File: src/rtl/shift_add_multiplier_8_if.sv
// Operand/product handshake bundle for the 8x8 shift-add multiplier.
// The master side supplies operands and consumes products; the slave side is the multiplier.
interface shift_add_multiplier_8_if;
    logic        in_valid;
    logic        in_ready;
    logic [7:0]  a;
    logic [7:0]  b;
    logic        out_valid;
    logic        out_ready;
    logic [15:0] product;
    logic        busy;

    modport master (
        output in_valid, a, b, out_ready,
        input  in_ready, out_valid, product, busy
    );

    modport slave (
        input  in_valid, a, b, out_ready,
        output in_ready, out_valid, product, busy
    );
endinterface

File: src/rtl/shift_add_multiplier_8.sv
// Sequential 8x8 unsigned multiplier: one shift-add step per clock, eight steps per product.
// The product is held in {acc, q} from DONE until the next operand pair is accepted.
module shift_add_multiplier_8 (
    input  logic                           clk,
    input  logic                           rst_n,
    shift_add_multiplier_8_if.slave        bus
);

    localparam logic [1:0] IDLE = 2'd0;
    localparam logic [1:0] RUN  = 2'd1;
    localparam logic [1:0] DONE = 2'd2;

    logic [1:0] state_q, state_d;
    logic [7:0] m_q, m_d;
    logic [7:0] acc_q, acc_d;
    logic [7:0] q_q, q_d;
    logic [2:0] cnt_q, cnt_d;
    logic [8:0] sum;

    // 9-bit sum keeps the carry, which becomes the new top bit of acc after the shift.
    always_comb begin
        sum = q_q[0] ? ({1'b0, acc_q} + {1'b0, m_q}) : {1'b0, acc_q};
    end

    always_comb begin
        state_d = state_q;
        m_d     = m_q;
        acc_d   = acc_q;
        q_d     = q_q;
        cnt_d   = cnt_q;
        case (state_q)
            IDLE: begin
                if (bus.in_valid) begin
                    m_d     = bus.a;
                    q_d     = bus.b;
                    acc_d   = 8'd0;
                    cnt_d   = 3'd0;
                    state_d = RUN;
                end
            end
            RUN: begin
                {acc_d, q_d} = {sum, q_q[7:1]};
                cnt_d        = cnt_q + 3'd1;
                if (cnt_q == 3'd7) begin
                    state_d = DONE;
                end
            end
            DONE: begin
                if (bus.out_ready) begin
                    state_d = IDLE;
                end
            end
            default: begin
                state_d = IDLE;
            end
        endcase
    end

    always_ff @(posedge clk) begin
        if (!rst_n) begin
            state_q <= IDLE;
            m_q     <= 8'd0;
            acc_q   <= 8'd0;
            q_q     <= 8'd0;
            cnt_q   <= 3'd0;
        end else begin
            state_q <= state_d;
            m_q     <= m_d;
            acc_q   <= acc_d;
            q_q     <= q_d;
            cnt_q   <= cnt_d;
        end
    end

    always_comb begin
        bus.in_ready  = (state_q == IDLE);
        bus.busy      = (state_q == RUN);
        bus.out_valid = (state_q == DONE);
        bus.product   = {acc_q, q_q};
    end

endmodule

File: src/flat_wrapper.sv
// flat-port wrapper written by rule: the top's interface ports become plain ports
module shift_add_multiplier_8_flat 
  (clk, rst_n, bus_in_valid, bus_a, bus_b, bus_out_ready, bus_in_ready, bus_out_valid, bus_product, bus_busy);
  shift_add_multiplier_8_if bus_i ();
  input  logic clk;
  input  logic rst_n;
  input wire logic [$bits(bus_i.in_valid)-1:0] bus_in_valid;
  input wire logic [$bits(bus_i.a)-1:0] bus_a;
  input wire logic [$bits(bus_i.b)-1:0] bus_b;
  input wire logic [$bits(bus_i.out_ready)-1:0] bus_out_ready;
  output wire logic [$bits(bus_i.in_ready)-1:0] bus_in_ready;
  output wire logic [$bits(bus_i.out_valid)-1:0] bus_out_valid;
  output wire logic [$bits(bus_i.product)-1:0] bus_product;
  output wire logic [$bits(bus_i.busy)-1:0] bus_busy;
  assign bus_i.in_valid = bus_in_valid;
  assign bus_i.a = bus_a;
  assign bus_i.b = bus_b;
  assign bus_i.out_ready = bus_out_ready;
  assign bus_in_ready = bus_i.in_ready;
  assign bus_out_valid = bus_i.out_valid;
  assign bus_product = bus_i.product;
  assign bus_busy = bus_i.busy;
  shift_add_multiplier_8 u_core (.clk(clk), .rst_n(rst_n), .bus(bus_i));
endmodule
File: config.mk
export PLATFORM = sky130hd
export DESIGN_NAME = shift_add_multiplier_8_flat
export DESIGN_NICKNAME = d
export VERILOG_FILES = /design/src/rtl/shift_add_multiplier_8_if.sv /design/src/rtl/shift_add_multiplier_8.sv /design/src/flat_wrapper.sv
export SDC_FILE = /design/constraint.sdc
export NUM_CORES = 1
export LEC_CHECK = 0
export CAP_MARGIN = 0
export CORE_AREA = 8 8 74 76
export CTS_CLUSTER_DIAMETER = 30
export DETAILED_ROUTE_END_ITERATION = 10
export DIE_AREA = 0 0 82 84
export SYNTH_ARGS = -nofsm -noshare
export SYNTH_HDL_FRONTEND = slang
export SYNTH_SLANG_ARGS = --single-unit
File: constraint.sdc
create_clock -name clk -period 4.9 [get_ports clk]
set_input_delay 1.225 -clock clk [delete_from_list [all_inputs] [get_ports clk]]
set_output_delay 1.225 -clock clk [all_outputs]
set_load 0.02 [all_outputs]
# ---- Word-level counts from Yosys, hierarchy flattened
# Cells that the tools add are included.
dict set report op_classes {
  n_addsub 2
  eq_ne 6
  n_mux 11
  reduce_logical 5
}
# cell count
set ops {}
lappend ops {{one-hot mux 8 bit (2 select lines)} 2}
lappend ops {{2-to-1 mux 8 bit} 2}
lappend ops {{adder 8 x 8 -> 9 bit} 1}
lappend ops {{2-to-1 mux 9 bit} 1}
lappend ops {{2-to-1 mux 2 bit} 3}
lappend ops {{one-hot mux 2 bit (3 select lines)} 1}
lappend ops {{one-hot mux 3 bit (2 select lines)} 1}
lappend ops {{!= test 2 bit, second input constant} 2}
lappend ops {{AND reduction 2 bit} 2}
lappend ops {{adder 3 x 1 -> 3 bit, second input constant} 1}
lappend ops {{equality test 3 bit, second input constant} 1}
lappend ops {{2-to-1 mux 3 bit} 1}
lappend ops {{AND reduction 3 bit} 1}
lappend ops {{equality test 2 x 1 -> 1 bit, second input constant} 1}
lappend ops {{equality test 2 bit, second input constant} 1}
lappend ops {{logical NOT 2 bit} 1}
lappend ops {{!= test 2 x 1 -> 1 bit, second input constant} 1}
lappend ops {{nonzero test 2 bit} 1}
dict set report totals {
  register_bits 29
  out_inout_bits 19
  wordCells 29
}

# ---- Depth between registers and ports, before layout
dict set report depth {
  word_depth 3
  ltp_mapped 7
}

# ---- Least setup slack after synthesis
# Ideal clock, no wire load.
dict set report synth_timing {
  path_kind {register to output}
  startpoint {register u_core.state_q[1]}
  endpoint {output port bus_busy}
  t_arrival_ns 0.957
  required_ns 3.675
  slack_ns 2.718
  stages_incl_launch_ff 5
  n_path_buf 2
  cell_sequence {dfxtp_1 > nand2b_1 > buf_2 > inv_2 > buf_2}
}
dict set report synth_via {
  elab_chain_cells 1
}
# element line
set synth_rtl {}
lappend synth_rtl {{start: declaration} shift_add_multiplier_8.sv:13} ;# logic [1:0] state_q, state_d;
lappend synth_rtl {{start signal: assignment} shift_add_multiplier_8.sv:67} ;# state_q <= state_d;
lappend synth_rtl {{equality test 2 x 1 -> 1 bit} shift_add_multiplier_8.sv:77} ;# bus.busy = (state_q == RUN);
lappend synth_rtl {{end: declaration} flat_wrapper.sv:14} ;# output wire logic [$bits(bus_i.busy)-1:0] bus_busy;
# Every way passes these cells.

# ---- Worst setup path after layout
dict set report layout_timing {
  startpoint {register u_core.state_q[0]}
  endpoint {output port bus_busy}
}
# Same word-level chain as after synthesis.

==> run metrics <==
# port buffers 38; Power Internal 0.000462 W; gr usage total 13.1%; Final Core Density 50.0%; most common cell in the netlist nand2_1; htree depth 2; pwr dens 292 mW/mm²; Starting Density 37.6%; CP peak stage delay 0.67 ns; slew margin rel. 37.8%; Initial DRT Pass Iterations 4; Yosys reg bits 29; Hold Fails Final Rpt 0; status complete, no violations; Post-Syn Area 0.00160 mm²; mux share of post-synthesis cell area 1.33%; hpwl dp 3110 µm; max_cap viols 0; CTS Hold Bufs 0; period utilization 65.7%; chip width 82 µm; area grow syn2layout 33.1%; Netlist cell types 40; first-pass GRT wire length 6940 µm; total grt overflow 0; Sink Count 29; Residual DRC 0; Crit. End Element output pin; core area 0.00426 mm²; share of the synthesized area in the top cell type 36.2%; drt wl/cell 15.3 µm; crit path max-delay cell type clkdlybuf4s50_1; Worst Tran Pin Value 0.930 ns; Setup Buffers After CTS 0; Seq pwr share 41.9%; minimum clock period 3.22 ns; Filler cells 436; CP delay by family, top buffers and inverters; syn avg cell area 8.35 µm²; Syn Nets 223; number of synthesized flops with an enable pin 0; DRT iter0 DRCs 63; worst path bufs/invs 2; TritonCTS clock tree done; Highest Clock Rate 311 MHz; HP Class register to register; P_leak 0.846 nW; adder-cell area share of the yosys netlist 9.06%; Vias/cell 5.37; RSZ-0062 raised after global routing no; setup TNS 0 ns; post-synthesis compound-gate area fraction 27.2%; antenna violations before repair 0; vias post-DR 1514; switching share of total power 25.8%; crit path cell chain nand2b_1 > inv_2 > clkdlybuf4s50_1; Crit path required time 3.67 ns; Worst-Skew Late Latency 0.28 ns; IO Pins 39; post-synth top area cell dfxtp_1; DIE AREA 0.00689 mm²; CTS resizes 0; share of power burned in the clock network 41.6%; cell count after synthesis 192; layout cells sized above 1 6.09%; Routed Antenna Nets 0; CTS Buf Count 5; Clk Tree Root Cell clkbuf_8; Synth Area in Simple Gates 21.8%; Final setup viols 0; largest net degree at the start of global routing 25; ys async rst share 0%; total wire length 4310 µm; ANT cells 0; clk buf depth 2; worst vdd ir 0.148 mV; Setup crit start kind register; NetSw 0.000160 W; RePlAce Congestion 0.794; commonest register cell after synthesis dfxtp_1; vias in the first global route 1362; main combinational cell family by area after synthesis compound AO/OA/AOI/OAI gates; synth warn 0; kind of critical path register to output pin; synth cell count leaders 39 x nand2_1, 29 x dfxtp_1, 20 x nor2_1; main area contributors after synthesis dfxtp_1 36%, nand2_1 9.1%, ha_1 7.8%; Seq/Total Area, Yosys 36.2%; Post-Route Skew 0.00331 ns; Die Ht 84 µm; Clock Pin Slew Worst Setup and Hold Paths 0.07 ns; xor/xnor share of the synthesized area 0.546%; Std-Cell Rows 24; Logic pwr share 16.5%; crit path DAT 1.99 ns; Nets 260; CP Max Fanout 17; max-slew violations 0
==> through the flow <==
| stage | cells | hold WS (ns) | setup WS [ns] | total power (W) | instance area [µm²] |
|---|---|---|---|---|---|
| after global routing | 282 | 0.481 | 1.55 | 0.000653 | 2130 |
| after detailed placement | 274 | 0.453 | 1.92 | 0.000370 | 2020 |
| after CTS | 282 | 0.463 | 1.67 | 0.000629 | 2130 |
| final | 282 | 0.462 | 1.68 | 0.000623 | 2130 |
| after floorplan | 192 | 0.440 | 2.72 | 0.000324 | 1600 |
| after global placement | 274 | 0.450 | 1.98 | 0.000370 | 2020 |
==> area by class of cell <==
type	count	area [µm²]	area share [%]
clock buffer	7	86.3	4.05
clock inverter	1	30.0	1.41
inverter	6	22.5	1.06
multi-input combinational	148	961	45.0
sequential	29	581	27.2
tap	52	65.1	3.05
timing repair buffer	39	388	18.2
==> flip-flops by register name, indices dropped and copies added, names as in the netlist <==
name and flops:
u_core.acc_q 8, u_core.q_q 8, u_core.cnt_q 3, u_core.state_q 2, u_core.m_q 8
==> cells in the final DEF (no fill, tap or decap), types with 2 or more instances in the layout <==
master | synthesis | layout
nand2_1 | 39 | 39
clkdlybuf4s50_1 | 0 | 38
dfxtp_1 | 29 | 29
nor2_1 | 20 | 20
a21oi_1 | 13 | 13
ha_1 | 10 | 10
a311oi_1 | 7 | 7
clkbuf_8 | 0 | 6
inv_1 | 5 | 5
a22oi_1 | 5 | 5
a22o_1 | 4 | 4
a21o_1 | 4 | 4
a211oi_1 | 4 | 4
nor2b_1 | 3 | 3
nor3b_1 | 3 | 3
o21a_1 | 3 | 3
o211ai_1 | 3 | 3
a21boi_0 | 3 | 3
nand2b_1 | 2 | 2
a211o_1 | 2 | 2
o311ai_0 | 2 | 2
o21ai_0 | 2 | 2
nand3_1 | 2 | 2
nand4b_1 | 2 | 2
==> per-layer routing <==
layer	up-vias	track usage, %	routed length, µm
li1	766	-	-
met1	709	15.1	1900
met2	34	21.2	2120
met3	5	4.74	232
met4	0	4.79	68
met5	-	0	0
==> worst register-to-register path: cells and delay by family (launching register included) <==
kind | cells | cell delay, ns
AO/OA/AOI/OAI | 3 | 0.60
adder cells (fa/ha/maj) | 2 | 0.63
buffers and inverters | 1 | 0.07
flip-flops | 1 | 0.37
AND/OR/NAND/NOR | 1 | 0.16
==> power by group through the flow <==
stage / Combinational (W) / Clock, W / Sequential (W)
2_1_floorplan: 0.0000534 / 0 / 0.000271
3_3_place_gp: 0.000104 / 0 / 0.000266
3_5_place_dp: 0.000104 / 0 / 0.000266
4_1_cts: 0.000104 / 0.000264 / 0.000261
5_1_grt: 0.000113 / 0.000277 / 0.000263
6_report: 0.000103 / 0.000259 / 0.000261
==> cells by family (layout without fill, tap and decap cells) <==
logic type	Yosys count	count (layout)
xor gates and xnor gates	1	1
buffers and inverters	15	53
AOI/OAI and AO/OA	57	57
DFF	29	29
and+or+nand+nor	77	77
adders and majority gates	11	11
muxes	2	2
==> path summary, 6_finish.rpt <==
path	start	endpoint	slack, ns	cells after the start
setup / recovery	u_core.state_q[0]	bus_busy	1.68	3
hold / removal	u_core.m_q[0]	u_core.m_q[0]	0.46	2
setup reg to reg	u_core.acc_q[0]	u_core.acc_q[7]	2.96	7
hold reg to reg	u_core.m_q[0]	u_core.m_q[0]	0.46	2
No activity file was read; power rests on OpenSTA's default activity.
